<file path="config.mk">
export PLATFORM = sky130hd
export DESIGN_NAME = vector_compare_unit
export DESIGN_NICKNAME = d
export VERILOG_FILES = /design/src/rtl/vector_compare_unit.sv
export SDC_FILE = /design/constraint.sdc
export NUM_CORES = 1
export LEC_CHECK = 0
export ABC_CLOCK_PERIOD_IN_PS = 1400
export CAP_MARGIN = 20
export CORE_MARGIN = 2
export CORE_UTILIZATION = 42
export DETAILED_ROUTE_END_ITERATION = 10
export PLACE_DENSITY_LB_ADDON = 0.3
export SYNTH_ARGS = -nofsm -noshare
export SYNTH_HDL_FRONTEND = slang
export SYNTH_SLANG_ARGS = --single-unit
</file>
<file path="constraint.sdc">
create_clock -name clk_i -period 1.4 [get_ports clk_i]
set_clock_uncertainty 0.2 [all_clocks]
set_input_delay 0.28 -clock clk_i [delete_from_list [all_inputs] [get_ports clk_i]]
set_output_delay 0.28 -clock clk_i [all_outputs]
set_load 0.02 [all_outputs]
</file>
<file path="src/rtl/vector_compare_unit.sv">
// Integer compare stage of the vector execution pipeline.
// Compares one 64-bit slice of vs2 against vs1 element-wise at SEW 8/16/32/64 and
// registers a per-element mask byte (bit i = result for element i) for mask writeback.
//
// Ports
//   clk_i        system clock, rising edge
//   rst_ni       asynchronous active-low reset
//   valid_i      operands/op valid this cycle
//   cmp_op_i     000 EQ, 001 NE, 010 LTU, 011 LT, 100 LEU, 101 LE, 110 GTU, 111 GT
//   sew_i        00=8, 01=16, 10=32, 11=64 bits per element
//   vs2_i        left operand  (element i = bits [i*SEW +: SEW])
//   vs1_i        right operand (scalar/imm already splatted)
//   vd_o         result mask, bits above the element count are zero
//   vd_valid_o   vd_o holds a fresh result
module vector_compare_unit #(
  parameter int unsigned Elen      = 64,
  parameter int unsigned MaskWidth = Elen / 8
) (
  input  logic                 clk_i,
  input  logic                 rst_ni,
  input  logic                 valid_i,
  input  logic [2:0]           cmp_op_i,
  input  logic [1:0]           sew_i,
  input  logic [Elen-1:0]      vs2_i,
  input  logic [Elen-1:0]      vs1_i,
  output logic [MaskWidth-1:0] vd_o,
  output logic                 vd_valid_o
);

  localparam int unsigned NumLanes = Elen / 8;

  logic [NumLanes-1:0] first_mask;  // lane holds the LSB byte of an element
  logic [NumLanes-1:0] top_mask;    // lane holds the MSB byte of an element
  logic                signed_cmp;
  logic [NumLanes-1:0] lane_eq;
  logic [NumLanes-1:0] lane_lt;
  logic [NumLanes-1:0] chain_eq;
  logic [NumLanes-1:0] chain_lt;
  logic [NumLanes-1:0] lane_res;
  logic [MaskWidth-1:0] vd_d, vd_q;
  logic                 vd_valid_q;

  always_comb begin
    unique case (sew_i)
      2'b00: begin first_mask = 8'hFF; top_mask = 8'hFF; end
      2'b01: begin first_mask = 8'h55; top_mask = 8'hAA; end
      2'b10: begin first_mask = 8'h11; top_mask = 8'h88; end
      default: begin first_mask = 8'h01; top_mask = 8'h80; end
    endcase
  end

  // EQ/NE ignore signedness: flipping both MSBs never changes equality.
  assign signed_cmp = cmp_op_i[0];

  // Per-lane byte compare; signed elements get their MSB inverted so an unsigned
  // compare yields the two's-complement ordering.
  always_comb begin
    lane_eq = '0;
    lane_lt = '0;
    for (int k = 0; k < NumLanes; k++) begin
      logic [7:0] a_b;
      logic [7:0] b_b;
      a_b = vs2_i[8*k +: 8];
      b_b = vs1_i[8*k +: 8];
      if (signed_cmp && top_mask[k]) begin
        a_b[7] = ~a_b[7];
        b_b[7] = ~b_b[7];
      end
      lane_eq[k] = (a_b == b_b);
      lane_lt[k] = (a_b < b_b);
    end
  end

  // Chain from LSB lane upward inside each element: a higher lane decides unless it
  // is equal, in which case the lower lanes' verdict carries through.
  always_comb begin
    logic lt_run;
    logic eq_run;
    lt_run   = 1'b0;
    eq_run   = 1'b1;
    chain_eq = '0;
    chain_lt = '0;
    for (int k = 0; k < NumLanes; k++) begin
      if (first_mask[k]) begin
        lt_run = lane_lt[k];
        eq_run = lane_eq[k];
      end else begin
        lt_run = lane_lt[k] | (lane_eq[k] & lt_run);
        eq_run = lane_eq[k] & eq_run;
      end
      chain_lt[k] = lt_run;
      chain_eq[k] = eq_run;
    end
  end

  // Only lanes flagged in top_mask carry a complete element result.
  always_comb begin
    lane_res = '0;
    for (int k = 0; k < NumLanes; k++) begin
      unique case (cmp_op_i[2:1])
        2'b00:   lane_res[k] = cmp_op_i[0] ? ~chain_eq[k] : chain_eq[k];
        2'b01:   lane_res[k] = chain_lt[k];
        2'b10:   lane_res[k] = chain_lt[k] | chain_eq[k];
        default: lane_res[k] = ~(chain_lt[k] | chain_eq[k]);
      endcase
    end
  end

  // Compact element results (top lanes) into the low mask bits; upper bits zero.
  always_comb begin
    vd_d = '0;
    unique case (sew_i)
      2'b00:   vd_d = lane_res;
      2'b01:   vd_d = {4'b0, lane_res[7], lane_res[5], lane_res[3], lane_res[1]};
      2'b10:   vd_d = {6'b0, lane_res[7], lane_res[3]};
      default: vd_d = {7'b0, lane_res[7]};
    endcase
  end

  always_ff @(posedge clk_i or negedge rst_ni) begin
    if (!rst_ni) begin
      vd_q       <= '0;
      vd_valid_q <= 1'b0;
    end else begin
      vd_valid_q <= valid_i;
      if (valid_i) begin
        vd_q <= vd_d;
      end
    end
  end

  assign vd_o       = vd_q;
  assign vd_valid_o = vd_valid_q;

endmodule

</file>
==> out/results.txt <==
Core ar. = 0.00668 mm2
final worst path period share = 219%
PortBufs = 144
DR pass1 iterations = 6
WL per Instance = 20.2 um
CTS tree = yes
slew margin rel. = 67.3%
starting density of the core = 42.7%
yosys warns = 0
status = finished, violations left
DR DRC count = 0
Startpoint Class = primary input
global route overflow = 0
worst path bufs/invs = 1
VDD IR max = 0.655 mV
register bit total from synthesis = 9
Post-Syn Nets = 580
initial antenna violation count = 0
final wirelength = 14,300 um
CP top delay family = compound AO/OA/AOI/OAI gates
pin count of the biggest net entering global routing = 11
maxcap violations = 0
Synth cell types = 68
Worst path max stage delay = 0.42 ns
number of global-route vias before repair = 4,303
Final setup viols = 8
RSZ-0062 raised after global routing = yes
asr flop ratio synth = 100%
setup slack after layout = -1.67 ns
final RePlAce weighted congestion = 0.942
H-tree Lvls = 1
via count = 4,209
max-slew violation count = 0
Crit-path slowest cell = a211oi_1
Mapped Area = 0.00286 mm2
# IOs = 145
area growth from synthesis to layout = 109%
EDFF count, synth = 0
fraction of layout cells with a size suffix above 1 = 53.1%
Hold Path Class = primary input to asynchronous set/reset pin
FF-to-FF End = vd_o[0]
first-pass GRT wire length = 19,900 um
Skew-Pair Late Insertion Delay = 0.24 ns
Pwr per Cell Area = 430 mW/mm2
violated checks = negative setup slack
CP endpoint kind = register
Total Power = 2.56 mW
drt initial violations = 294
maximum clock path buffer count = 2
Worst R2R Setup Slack = 0.33 ns
Pleak = 2.79 nW
Fin. Hold Viols = 0
FP Rows = 30
CP Max Fanout = 3
Die H = 86.5 um
CP required = 1.32 ns
FILL cells = 321
Cell Chain, Critical Path = clkdlybuf4s15_1, xor2_2, a211oi_1, a211oi_1, a21oi_2, a211oi_2, nand2_2, a41oi_2, mux2_4, or3_4, a32o_1
most frequent CP cell = a211oi_1
GRT Total Usage = 32.9%
clk sinks = 9
chip width = 86.5 um
fmax = 325 MHz
critical path arrival = 3.00 ns
clk root buf = clkbuf_8
worst slew pin tran = 0.488 ns
min Tclk post-route = 3.07 ns
synthesized instance count = 387
Final HPWL DP = 8410 um
post-synthesis area per instance = 7.38 um2
FF-to-FF path depth = 2
final setup TNS = -11.71 ns
Synth Flop Type = dfrtp_1
nets = 821
Vias/cell = 5.95
Clock transition at path regs = 0.05 ns
FF-to-FF Start = vd_o[0]
# diodes = 0
CP Class = primary input to register
Inserted Clock Buffers = 3
die area = 0.00747 mm2
Post-DRT Antenna Nets = 0
register area share after synthesis = 7.89%
layout make-up:
class / instances / area, um2 / area share [%]
multi-input cells: 306 / 3330 / 55.9
clock buffers: 4 / 45.0 / 0.757
flip-flops and latches: 9 / 225 / 3.78
well taps: 80 / 100 / 1.68
inverters: 64 / 258 / 4.33
repair buffers: 244 / 1990 / 33.5
per-layer routing:
metal	wire length, um	track usage [%]	vias to the layer above
met1	5050	35.0	1989
met5	0	0	-
met2	7280	65.5	265
li1	-	-	1868
met3	1060	4.10	87
met4	882	11.2	0
flip-flops by register name, indices dropped and copies added, names as in the netlist:
name        count
vd_valid_o      1
vd_o            8
where the power goes:
group          leakage [nW]  switching (mW)  internal (mW)
sequential            0.116          0.0160          0.288
combinational          2.65           0.935           1.01
clock                0.0228           0.109          0.199
total                  2.79            1.06           1.50
worst max path at each step:
stage                startpoint       to  slack [ns]  cells after the start
global placement      vs1_i[27]  vd_o[3]       -2.12                     14
finish                vs2_i[15]  vd_o[3]       -1.67                     11
global route           vs2_i[5]  vd_o[3]       -1.67                     12
detailed placement  cmp_op_i[0]  vd_o[3]       -2.17                     11
floorplan             vs1_i[27]  vd_o[3]       -1.39                     11
CTS                   vs1_i[17]  vd_o[3]       -1.44                     13
cells in the mapped netlist (all sizes together), types with 5 or more instances:
| cell | number | share of area (%) |
|---|---|---|
| nor2 | 22 | 3.0 |
| nand2 | 23 | 3.1 |
| nand3 | 11 | 1.9 |
| nor2b | 12 | 2.7 |
| a21o | 11 | 2.9 |
| o21ai | 14 | 2.5 |
| ha | 57 | 25 |
| dfrtp | 9 | 7.9 |
| inv | 64 | 8.4 |
| o211ai | 8 | 2.3 |
| a211oi | 6 | 1.6 |
| nor3b | 6 | 2.0 |
| mux2i | 7 | 2.5 |
| nand2b | 5 | 1.1 |
| a21oi | 31 | 5.6 |
| xor2 | 6 | 1.8 |
| o2bb2ai | 5 | 1.5 |
| nand4 | 11 | 2.4 |
| nor3 | 14 | 3.0 |
stage by stage:
| step | hold WS (ns) | setup slack, ns | cells | utilization (%) | area, um2 |
|---|---|---|---|---|---|
| after detailed placement | 0.286 | -2.17 | 682 | 75.9 | 5070 |
| final | 0.142 | -1.67 | 707 | 89.1 | 5950 |
| after global routing | 0.158 | -1.67 | 707 | 89.1 | 5950 |
| after global placement | 0.282 | -2.12 | 682 | 75.9 | 5070 |
| after CTS | 0.145 | -1.44 | 703 | 86.9 | 5810 |
| after floorplan | -0.216 | -1.39 | 387 | - | 2990 |
cells in the final DEF, fill, tap and decap left out, types with 5 or more instances in the layout:
| master | count |
|---|---|
| buf_2 | 36 |
| mux2i_1 | 7 |
| a21o_1 | 10 |
| nand2b_1 | 5 |
| dlygate4sd2_1 | 49 |
| dlymetal6s2s_1 | 9 |
| inv_2 | 44 |
| nor3_1 | 6 |
| a21oi_2 | 11 |
| clkdlybuf4s50_1 | 8 |
| buf_6 | 18 |
| nor2b_1 | 7 |
| ha_4 | 47 |
| clkdlybuf4s15_1 | 20 |
| ha_1 | 10 |
| nand3_1 | 5 |
| nand4_1 | 11 |
| nor2_1 | 19 |
| buf_4 | 92 |
| o211ai_1 | 7 |
| nand2_1 | 18 |
| inv_1 | 17 |
| clkbuf_2 | 7 |
| a21oi_1 | 20 |
| o21ai_1 | 7 |
| dfrtp_1 | 9 |
| nor3_2 | 6 |
logic make-up (layout without fill, tap and decap cells):
kind of cell | count (synthesis) | after routing | share of synthesized area (%)
buf+inv | 72 | 312 | 10.3
flops | 9 | 9 | 7.89
mux | 10 | 10 | 3.77
compound gates | 104 | 104 | 25.0
simple gates | 126 | 126 | 25.3
fa+ha+maj | 57 | 57 | 25.0
xor+xnor | 9 | 9 | 2.76
repair_timing:
action / CTS / global route
setup buffers: 17 / 5
hold buffers: 0 / 0
gates resized for setup: 454 / 46
setup endpoints to repair: 17 / 14
pin swaps: 112 / 38
(Power assumes the default switching activity.)
